$ cat src/rtl/ctrl_pipe.sv
// ctrl_pipe: WISC decode into a control bundle, carried through STAGES stage registers,
// with RAW/load-use stall, branch flush and HALT drain. Optional macro: CTRL_PIPE_FWD_EN.
module ctrl_pipe #(
  parameter int STAGES = 3,
  parameter int REG_W  = 3
) (
  input  logic             clk,
  input  logic             rst_n,
  input  logic             id_valid,
  input  logic [4:0]       id_op,
  input  logic [1:0]       id_func,
  input  logic [REG_W-1:0] id_wr_reg,
  input  logic [REG_W-1:0] id_src1,
  input  logic [REG_W-1:0] id_src2,
  input  logic [1:0]       id_src_used,
  input  logic             flush,
  output logic             id_stall,
  output logic [13:0]      ex_ctrl,
  output logic [1:0]       mem_ctrl,
  output logic [4:0]       wb_ctrl,
  output logic             wb_diff_lo,
  output logic [REG_W-1:0] wb_reg,
  output logic             halt
);

  localparam logic [4:0] OP_HALT = 5'b00000;
  localparam int         CNT_W   = $clog2(STAGES + 1);

`ifdef CTRL_PIPE_FWD_EN
  localparam int HAZ_LAST  = 1;
  localparam bit LOAD_ONLY = 1'b1;
`else
  localparam int HAZ_LAST  = STAGES - 1;
  localparam bit LOAD_ONLY = 1'b0;
`endif

  typedef struct packed {
    logic [2:0] alu_op;
    logic       alusrc, inv_a, inv_b;
    logic [1:0] bypass_sel, b_op;
    logic       branch, jump, di_sel, i_sel_hi;
    logic       mem_en, mem_wr;
    logic       rf_we;
    logic [1:0] memreg;
    logic       compare;
    logic [1:0] diff_op;
    logic       is_load;
  } ctrl_t;

  typedef struct packed {
    logic             valid;
    ctrl_t            ctrl;
    logic [REG_W-1:0] wr_reg;
  } stage_t;

  typedef enum logic [1:0] {RUN, DRAIN, HALTED} state_t;

  state_t           state, state_nxt;
  logic [CNT_W-1:0] drain_cnt, cnt_nxt;
  ctrl_t            dec;
  stage_t           pipe [1:STAGES];
  logic             hazard, capture;

  always_comb begin
    // NOTE: every field gets a default before the case, so no path leaves a latch behind.
    dec        = '0;
    dec.alu_op = 3'b100;
    dec.memreg = 2'b11;
    dec.rf_we  = 1'b1;
    casez (id_op)
      5'b0100?: begin dec.alu_op = {1'b1, id_op[1:0]}; dec.inv_a = id_op[0]; dec.alusrc = 1'b1; end
      5'b0101?: dec.alusrc = 1'b1;
      5'b101??: begin dec.alu_op = {1'b0, ~id_op[0], id_op[1]}; dec.alusrc = 1'b1; end
      5'b10000: begin dec.alusrc = 1'b1; dec.mem_en = 1'b1; dec.mem_wr = 1'b1; dec.rf_we = 1'b0; end
      5'b10001: begin dec.alusrc = 1'b1; dec.mem_en = 1'b1; dec.memreg = 2'b00; dec.is_load = 1'b1; end
      5'b10011: begin dec.alusrc = 1'b1; dec.mem_en = 1'b1; dec.mem_wr = 1'b1; end
      5'b10010: dec.bypass_sel = 2'b11;
      5'b11000: dec.memreg = 2'b01;
      5'b11001: dec.bypass_sel = 2'b01;
      5'b11011: begin
        dec.alu_op = {1'b1, id_func};
        dec.inv_a  = (id_func == 2'b01);
        dec.inv_b  = (id_func == 2'b11);
      end
      5'b11010: dec.alu_op = {1'b0, id_func};
      5'b111??: begin dec.compare = 1'b1; dec.diff_op = id_op[1:0]; dec.inv_a = ~(id_op[1] & id_op[0]); end
      5'b011??: begin dec.branch = 1'b1; dec.b_op = id_op[1:0]; dec.di_sel = 1'b1; dec.rf_we = 1'b0; end
      5'b001??: begin dec.jump = 1'b1; dec.di_sel = id_op[0]; dec.rf_we = id_op[1]; dec.memreg = 2'b10; end
      default:  dec = '0;  // HALT, NOP and undefined opcodes
    endcase
  end

  // A source matches a pending writer in the window; with forwarding only a load in EX counts.
  always_comb begin
    hazard = 1'b0;
    for (int k = 1; k <= HAZ_LAST; k++) begin
      if (pipe[k].valid && pipe[k].ctrl.rf_we && (!LOAD_ONLY || pipe[k].ctrl.is_load) &&
          ((id_src_used[0] && id_src1 == pipe[k].wr_reg) ||
           (id_src_used[1] && id_src2 == pipe[k].wr_reg)))
        hazard = 1'b1;
    end
  end

  always_comb begin
    state_nxt = state;
    cnt_nxt   = drain_cnt;
    id_stall  = 1'b1;
    unique case (state)
      RUN: begin
        id_stall = id_valid && hazard && !flush;
        if (id_valid && !id_stall && !flush && id_op == OP_HALT) begin
          state_nxt = DRAIN;
          cnt_nxt   = CNT_W'(STAGES);
        end
      end
      DRAIN: begin
        id_stall = !flush;
        if (flush) begin
          state_nxt = RUN;
          cnt_nxt   = '0;
        end else if (drain_cnt == CNT_W'(1)) begin
          state_nxt = HALTED;
          cnt_nxt   = '0;
        end else begin
          cnt_nxt = drain_cnt - CNT_W'(1);
        end
      end
      default: ;
    endcase
  end

  assign capture = (state == RUN) && id_valid && !id_stall && !flush && (id_op != OP_HALT);

  always_ff @(posedge clk or negedge rst_n) begin
    if (!rst_n) begin
      state     <= RUN;
      drain_cnt <= '0;
      // NOTE: the stage registers are reset as a whole so a stale wr_reg can never raise a stall.
      for (int k = 1; k <= STAGES; k++) pipe[k] <= '0;
    end else begin
      // NOTE: non-blocking so every stage shifts from the pre-edge value of its predecessor.
      state     <= state_nxt;
      drain_cnt <= cnt_nxt;
      pipe[1]   <= capture ? '{valid: 1'b1, ctrl: dec, wr_reg: id_wr_reg} : '0;
      for (int k = 2; k <= STAGES; k++) pipe[k] <= pipe[k-1];
    end
  end

  always_comb begin
    ex_ctrl    = '0;
    mem_ctrl   = '0;
    wb_ctrl    = '0;
    wb_diff_lo = 1'b0;
    wb_reg     = '0;
    if (pipe[1].valid)
      ex_ctrl = {pipe[1].ctrl.alu_op, pipe[1].ctrl.alusrc, pipe[1].ctrl.inv_a, pipe[1].ctrl.inv_b,
                 pipe[1].ctrl.bypass_sel, pipe[1].ctrl.b_op, pipe[1].ctrl.branch,
                 pipe[1].ctrl.jump, pipe[1].ctrl.di_sel, pipe[1].ctrl.i_sel_hi};
    if (pipe[2].valid)
      mem_ctrl = {pipe[2].ctrl.mem_en, pipe[2].ctrl.mem_wr};
    if (pipe[STAGES].valid) begin
      wb_ctrl    = {pipe[STAGES].ctrl.rf_we, pipe[STAGES].ctrl.memreg,
                    pipe[STAGES].ctrl.compare, pipe[STAGES].ctrl.diff_op[1]};
      wb_diff_lo = pipe[STAGES].ctrl.diff_op[0];
      wb_reg     = pipe[STAGES].wr_reg;
    end
  end

  assign halt = (state == HALTED);

endmodule

$ cat config.mk
export PLATFORM = sky130hd
export DESIGN_NAME = ctrl_pipe
export DESIGN_NICKNAME = d
export VERILOG_FILES = /design/src/rtl/ctrl_pipe.sv
export SDC_FILE = /design/constraint.sdc
export NUM_CORES = 1
export LEC_CHECK = 0
export ABC_AREA = 0
export BUFFER_PORTS_ARGS = -buffer_cell sky130_fd_sc_hd__buf_4
export CORE_AREA = 4 4 59 82
export CTS_BUF_LIST = sky130_fd_sc_hd__clkbuf_4 sky130_fd_sc_hd__clkbuf_8
export DETAILED_ROUTE_END_ITERATION = 10
export DIE_AREA = 0 0 63 86
export GPL_ROUTABILITY_DRIVEN = 0
export PLACE_DENSITY = 0.84
export SKIP_LAST_GASP = 1
export SYNTH_ARGS = -nofsm -noshare
export SYNTH_HDL_FRONTEND = slang
export SYNTH_SLANG_ARGS = --single-unit
$ cat constraint.sdc
create_clock -name clk -period 2.1 [get_ports clk]
set_clock_uncertainty 0.05 [all_clocks]
set_input_delay 0 -clock clk [delete_from_list [all_inputs] [get_ports clk]]
set_output_delay 0 -clock clk [all_outputs]
set_load 0.01 [all_outputs]
==> results by stage, run 1 <==
Global route:
- The via count of the first global-routing pass is 1,662.
- The aggregate global-route resource usage is 0.173.
- The initial antenna violation count was 0.
- Global routing finished with a remaining overflow of 0.
- Entering global routing, the biggest net connects 52 pins.
- The wire length of the first global-routing pass is 7380 um.

Final layout:
- The relative area change from synthesis to final layout is 27.4%.
- The fill cell instance count of the final layout is 320.
- 0 antenna diodes ended up in the layout.
- The library cell used most frequently in the layout, excluding fill and tap cells, is sky130_fd_sc_hd__dfrtp_1.
- The register area is 0.00128 sq mm.
- The final net count is 281.
- Leaving out fill and tap cells, the most frequent cells in the layout are sky130_fd_sc_hd__dfrtp_1, sky130_fd_sc_hd__buf_4, sky130_fd_sc_hd__and2_1.
- The multi-input gate area in the final layout is 858 sq um.
- In the final layout, the share of cells above drive strength 1 is 0.255.

STA:
- The sum of negative setup slack is 0 ns.
- Setup violations remaining at the end of the flow were counted as 0.
- The share of the cycle needed by the critical path after routing is 0.851.
- The smallest clock period supported by the final layout is computed as about 1.8 ns.
- In the post-route analysis, the smallest setup slack over all paths is 0.312 ns.
- The max-slew violation total from the final report came to 0.
- Measured against its own limit, the worst slew margin works out to 0.603.
- Setup repair after global routing left no endpoint under its margin.
- Based on the critical path, the design can be clocked at up to 559 MHz.
- The final-report hold violation count was 0.
- For the pin with the worst max-slew slack, the measured transition is 0.595 ns.

Worst setup path:
- Tracing the worst setup path back leads to its startpoint at pipe[27].
- Of all nets on the critical path, the largest fanout is 3.
- The endpoint identified for the worst register-to-register timing path is pipe[72].
- The capturing element of the worst setup path is id_stall.
- Across all register-to-register paths, the minimum setup slack is 0.46 ns.
- The cell depth of the worst flop-to-flop path is 6.
- The kind of end point of the critical path is an output port.
- The setup path with the least slack is of type flip-flop to output port.
- The arrival time of the worst setup path is 1.74 ns.
- The worst register-to-register path begins at pipe[29].
- The data required time at the worst endpoint is 2.05 ns.
- STA classifies the critical path startpoint as a flip-flop.

Synthesis:
- The largest family of logic cells by synthesized area is simple AND/OR/NAND/NOR gates.
- The complex-gate fraction of the synthesized area is 0.0666.
- The average instance in the mapped netlist occupies 10.9 sq um.
- After technology mapping, the gate count stands at 201.
- After synthesis, the share of cell area in mux cells is 0.00455.
- The portion of the post-synthesis area used by sequential elements is 0.581.
- The number of synthesized flops with an enable pin is 0.
- The number of library cell types mapped by synthesis is 37.
- The cell area after synthesis is 0.00220 sq mm.
- The xor and xnor area share after synthesis is 0.0478.
- Synthesis inferred slightly above 50 register bits.
- The async set-or-reset flop fraction in the synthesized netlist is 1.00.
- The net count of the mapped netlist is 224.
- The basic-gate share of the synthesized area counting and, or, nand and nor cells is 0.264.
- The number of warnings printed during yosys synthesis is 0.
- The most common flop cell mapped by yosys is sky130_fd_sc_hd__dfrtp_1.
- The adder-cell share of the synthesized area is 0.00569.

Routing:
- The number of design-rule violations left by the first detailed-router iteration is 36.
- The routed via count divided by cell count is 5.32.
- The wire length per cell after detailed routing is 14.0 um.
- The detailed router placed 1,617 vias in this run.
- The pre-antenna-repair detailed-routing pass consisted of 4 iterations.
- In this run the remaining antenna-violating nets after routing total 0.
- The total routed wirelength is between 4000 and 5000 um.
- For this run, design rule violations remaining after detail routing come to 0.

Power:
- Across the VDD grid, the largest voltage drop is 0.000456 V.
- In this run the power density over the cells is around 700 mW/mm^2.
- Summed over all cells, the static leakage comes to 1.35 nW.

Clock tree:
- The number of H-tree branching levels is 2.
- The number of sinks driven by the clock tree is 51.
- Buffers inserted during clock tree synthesis total 5.
- The tree is rooted in a sky130_fd_sc_hd__clkbuf_8.
- TritonCTS built the clock tree.
- The insertion delay of the later-clocked pin in the worst-skew pair is roughly 0.30 ns.
- Clock-pin slew was measured on the worst setup and hold paths at 0.09 ns.
- The deepest clock path buffer count is 2.

Job:
- The max-cap check violation count is 0.

Floorplan:
- In this run the standard cell core region covers about 0.0042 sq mm.
- After floorplanning, the core was divided into 28 placement rows.
- In this run the count of I/O pins placed on the die edge is 49.
- The full die area is 0.00542 sq mm.
- The height of the die is 86 um.
- The die is between 60 and 70 um wide.
- The initial utilization of the core area, before any placement, comes to 0.527.

Hold path:
- The path class of the tightest hold or removal check is primary input to flip-flop.

Run status:
- The flow ran to the end, and the final reports show no timing, DRC or antenna violations.

Placed design:
- The count of buffers added on input and output ports is 47.
- Timing analysis after detailed placement gives a worst setup slack of 0.472 ns.
- The total half-perimeter wirelength after legalization and detailed placement is around 3000 um.
==> state kept, by name, summed over array words and instances (netlist names) <==
signal and count:
drain_cnt 2, pipe 47, state 2
==> repair_timing <==
item                                   CTS  global route
gates resized for setup                  0             0
buffers inserted                         0             0
endpoints found under the hold margin   62             0
hold buffers                            13             0
==> metal layers <==
metal	track usage	vias to the layer above	part of all wire
met5	0	-	0
met4	0.0783	0	0.021
met1	0.191	778	0.38
li1	-	780	-
met3	0.0341	8	0.048
met2	0.319	51	0.55
==> logic make-up (layout without fill, tap and decap cells) <==
kind of cell | after synthesis | after routing
XOR/XNOR | 12 | 12
AND/OR/NAND/NOR | 96 | 96
flip-flops | 51 | 51
AO/OA/AOI/OAI | 26 | 26
adder cells (fa/ha/maj) | 1 | 1
buffers and inverters | 13 | 71
multiplexers | 1 | 1
other | 1 | 1
==> layout make-up <==
class                   count  share of cell area
repair buffers             60               0.172
flip-flops and latches     51               0.456
multi-input cells         137               0.307
well taps                  45              0.0201
clock inverters             3              0.0165
inverters                   3             0.00402
clock buffers               5              0.0246
==> worst min path at each step <==
stage,startpoint,to,slack [ns],cells past startpoint
4_1_cts,id_op[3],pipe[63],0.04,3
3_5_place_dp,rst_n,pipe[56],0.004,1
3_3_place_gp,rst_n,pipe[29],-0.007,1
5_1_grt,id_op[3],pipe[61],0.07,3
6_report,id_op[3],pipe[63],0.05,3
2_1_floorplan,rst_n,drain_cnt[0],-0.35,0
==> synth_stat cells, types with 2 or more instances <==
| master | n | area share |
|---|---|---|
| sky130_fd_sc_hd__dfrtp_1 | 51 | 0.58 |
| sky130_fd_sc_hd__and2_1 | 27 | 0.077 |
| sky130_fd_sc_hd__nand2_1 | 13 | 0.022 |
| sky130_fd_sc_hd__nor2_1 | 13 | 0.022 |
| sky130_fd_sc_hd__xnor2_1 | 12 | 0.048 |
| sky130_fd_sc_hd__a21oi_1 | 10 | 0.023 |
| sky130_fd_sc_hd__nor3_1 | 9 | 0.020 |
| sky130_fd_sc_hd__o21ai_0 | 8 | 0.018 |
| sky130_fd_sc_hd__nand3_1 | 5 | 0.011 |
| sky130_fd_sc_hd__nor2b_1 | 5 | 0.014 |
| sky130_fd_sc_hd__nor3_2 | 5 | 0.023 |
| sky130_fd_sc_hd__nand2b_1 | 4 | 0.011 |
| sky130_fd_sc_hd__nand4_1 | 4 | 0.011 |
| sky130_fd_sc_hd__a21o_1 | 3 | 0.010 |
| sky130_fd_sc_hd__buf_2 | 3 | 0.0068 |
| sky130_fd_sc_hd__clkbuf_1 | 3 | 0.0051 |
| sky130_fd_sc_hd__o22ai_1 | 3 | 0.0085 |
| sky130_fd_sc_hd__and3_1 | 2 | 0.0057 |
| sky130_fd_sc_hd__buf_1 | 2 | 0.0034 |
| sky130_fd_sc_hd__inv_1 | 2 | 0.0034 |
==> metrics by stage <==
step	cells	utilization	power (mW)	cell area [sq um]	hold WS, ns
final	304	0.672	2.02	2800	0.0533
after detailed placement	283	0.613	1.34	2550	0.00423
after global placement	283	0.613	1.32	2550	-0.00722
after floorplan	201	-	1.23	2200	-0.346
after CTS	304	0.672	2.04	2800	0.0429
after global routing	304	0.672	2.11	2800	0.0673
==> report_power, final <==
part	leakage, nW	internal (mW)	switching [mW]
logic	0.601	0.128	0.144
registers	0.692	1.03	0.0354
clock network	0.0548	0.359	0.322
total	1.35	1.52	0.501
==> worst max-delay path: stages (launching register included) <==
cell and delay [ns]:
sky130_fd_sc_hd__dfrtp_1 0.42, sky130_fd_sc_hd__xnor2_1 0.14, sky130_fd_sc_hd__nand4_1 0.09, sky130_fd_sc_hd__a21o_1 0.20
sky130_fd_sc_hd__a21oi_1 0.08, sky130_fd_sc_hd__or3_1 0.35, sky130_fd_sc_hd__buf_4 0.15
No activity file was read; power rests on OpenSTA's default activity.
==> run 2: changes to the inputs <==
CORE_AREA = 4 4 67 93   (was 4 4 59 82)
DIE_AREA = 0 0 71 97   (was 0 0 63 86)
PLACE_DENSITY = 0.72   (was 0.84)
clock period = 1.9 ns   (was 2.1 ns; I/O delays follow)
==> run 2 against run 1 <==
Worst setup slack lost 0.20 ns. Worst hold slack got worse by 0.042 ns. Non-clock buffer count stayed put. Register-to-register slack worse by 0.20 ns. Global-route usage fell by 5.0 points. Wire length is 5.0% lower. Critical endpoint unchanged. Largest cell class unchanged. Largest power group unchanged.
==> results by stage, run 2 (same netlist as run 1, synthesis figures left out) <==
Clock tree:
- The clock input transition at the sequential cells of the worst setup and hold paths came to 0.10 ns (was 0.09 ns).
- The deepest clock path buffer count is 2 (unchanged).
- The number of buffers added for setup after CTS is 0 (unchanged).
- The clock tree from TritonCTS is built (unchanged).
- The count of cells resized by post-cts repair is 0 (unchanged).
- The number of H-tree branching levels is 2 (unchanged).
- The number of sinks driven by the clock tree was 51 (unchanged).
- The insertion delay of the later-clocked pin in the worst-skew pair was 0.30 ns (about the same).
- The master cell of the clock root buffer was sky130_fd_sc_hd__clkbuf_8 (unchanged).
- The count of hold buffers inserted by post-cts repair was 12 (was 13).
- The total clock buffers created by CTS is 5 (unchanged).

Worst setup path:
- The end of the worst register-to-register path is pipe[72] (unchanged).
- The kind of end point of the critical path is an output port (unchanged).
- The arrival time of the worst setup path is 1.74 ns (about the same).
- The path type of the worst setup path is flip-flop to output port (unchanged).
- The register-to-register path setup slack came to 0.26 ns (was 0.46 ns).
- The cell depth of the worst flop-to-flop path is 6 (unchanged).
- The maximum fanout along the worst path came to 3 (unchanged).
- The data required time at the worst endpoint was 1.85 ns (was 2.05 ns).
- The startpoint kind of the worst setup timing path is a flip-flop (unchanged).
- The reg-to-reg startpoint is pipe[28] (was pipe[29]).

Global route:
- The global route total overflow is 0 (unchanged).
- The wire length of the first global-routing pass came to 6820 um (was 7380 um).
- The via count of the first global-routing pass was 1,538 (was 1,662).
- The maximum number of pins on one net before global-route repair came to 52 (unchanged).
- The initial antenna violation count is 0 (unchanged).
- The aggregate global-route resource usage came to 0.124 (was 0.173).

Floorplan:
- The full die area came to 0.00689 sq mm (was 0.00542 sq mm).
- The core area came to 0.00545 sq mm (was 0.00417 sq mm).
- The number of top-level pins is 49 (unchanged).
- The overall die width is 71 um (was 63 um).
- The initial cell density of the core is 0.404 (was 0.527).
- The number of rows in the core area was 32 (was 28).
- The height of the die is 97 um (was 86 um).

Routing:
- The number of design-rule violations left by the first detailed-router iteration is 70 (was 36).
- The wire length per cell after detailed routing is 12.3 um (was 14.0 um).
- The DRC violations left was 0 (unchanged).
- The routed via count divided by cell count is 4.72 (was 5.32).
- The total routed wirelength was 4030 um (was 4240 um).
- The number of vias after detailed routing is 1,543 (was 1,617).
- The post-detailed-route count of antenna-violating nets is 0 (unchanged).
- The number of detailed-routing iterations run before antenna repair is 4 (unchanged).

Final layout:
- The antenna diode instance count was 0 (unchanged).
- The register with the highest flop count is pipe (unchanged).
- The share of layout cells above drive strength 1 is 0.259 (was 0.255).
- The final net count came to 281 (unchanged).
- The non-filler instance count after layout is 327 (was 304).
- The final instance area is 0.00281 sq mm (was 0.00280 sq mm).
- The relative area change from synthesis to final layout is 27.7% (was 27.4%).
- The most frequent standard cell in the layout excluding fill and tap cells is sky130_fd_sc_hd__dfrtp_1 (unchanged).
- Commonest cells after routing, fill and taps aside: sky130_fd_sc_hd__dfrtp_1, sky130_fd_sc_hd__buf_4, sky130_fd_sc_hd__and2_1 (unchanged).
- The number of flip-flops in the largest register was 47 (unchanged).
- Biggest registers after layout: pipe (47), drain_cnt (2), state (2) (unchanged).

STA:
- The peak clock frequency supported by timing is 559 MHz.
- The final-report hold violation count is 0 (unchanged).
- The max-slew violation total from the final report is 0 (unchanged).
- The worst slew margin relative to its limit is 0.594 (was 0.603).
- The sum of negative setup slack is 0 ns (unchanged).
- The post-layout minimum cycle time is ~1.8 ns.
- Setup repair after global routing missed its margin: false (unchanged).
- The final worst-path setup slack is 0.112 ns (was 0.312 ns).
- The number of setup violations in the final report is 0 (unchanged).
- The share of the cycle needed by the critical path after routing is 0.941.
- The actual slew at the worst max-slew pin is 0.609 ns (was 0.595 ns).

Power:
- The total power per unit cell area is 751 mW/mm^2 (was 720 mW/mm^2).
- The cell leakage power came to 1.34 nW (was 1.35 nW).
- The overall power of the completed layout is 2.11 mW (was 2.02 mW).
- The largest voltage drop on the vdd net is 0.000418 V (was 0.000456 V).

Run status:
- Status: completed (unchanged).

Hold path:
- The worst min-delay path endpoint was pipe[71] (was pipe[63]).
- The hold path startpoint is id_op[3] (unchanged).
- The type of the tightest min-delay check is primary input to flip-flop (unchanged).
- The number of stages on the worst hold path is 3 (unchanged).

Placed design:
- The total half-perimeter wirelength after legalization and detailed placement was 2940 um (was 3010 um).
- The number of port buffers is 47 (unchanged).
- The total instance count after detailed placement is 307 (was 283).
- The standard cell area after detailed placement is 0.00259 sq mm (was 0.00255 sq mm).
- The pre-CTS worst setup slack is 0.280 ns (was 0.472 ns).

Job:
- The max-cap check violation count came to 0 (unchanged).
run 2: layer usage:
metal / GRT usage / wire [um] / up-vias
li1: - / - / 777
met1: 0.146 / 1630 / 717
met2: 0.209 / 2130 / 41
met3: 0.0291 / 201 / 8
met4: 0.0564 / 72 / 0
met5: 0 / 0 / -
run 2: stage by stage:
| step | util | hold WS (ns) |
|---|---|---|
| 2_1_floorplan | - | -0.346 |
| 3_3_place_gp | 0.476 | 0.000426 |
| 3_5_place_dp | 0.476 | 0.00414 |
| 4_1_cts | 0.516 | 0.000437 |
| 5_1_grt | 0.516 | 0.00892 |
| 6_report | 0.516 | 0.0113 |
run 2: worst max-delay path by stage:
stage | from | end | slack (ns) | depth (start not counted)
after floorplan | pipe[28] | pipe[72] | 0.52 | 6
after global placement | pipe[28] | pipe[72] | 0.31 | 6
after detailed placement | pipe[28] | pipe[72] | 0.28 | 6
after CTS | pipe[27] | id_stall | 0.09 | 6
after global routing | pipe[29] | id_stall | 0.03 | 6
final | pipe[28] | id_stall | 0.11 | 6
run 2: critical path: stages (launching register included):
cell and delay (ns):
sky130_fd_sc_hd__dfrtp_1 0.42, sky130_fd_sc_hd__xnor2_1 0.14, sky130_fd_sc_hd__nand4_1 0.09, sky130_fd_sc_hd__a21o_1 0.20
sky130_fd_sc_hd__a21oi_1 0.09, sky130_fd_sc_hd__or3_1 0.35, sky130_fd_sc_hd__buf_4 0.15
run 2: report_power, final:
group          internal, mW  leakage (nW)  switching, mW
registers              1.14         0.692         0.0328
logic                 0.140         0.604          0.155
clock network         0.273        0.0467          0.368
total                  1.55          1.34          0.557
run 2: area by class of cell:
type | instances | area (sq um)
clock buffers | 5 | 68.8
well taps | 68 | 85.1
multi-input cells | 137 | 858
clock inverters | 3 | 27.5
repair buffers | 60 | 480
fillers | 522 | 2640
flip-flops and latches | 51 | 1280
inverters | 3 | 11.3
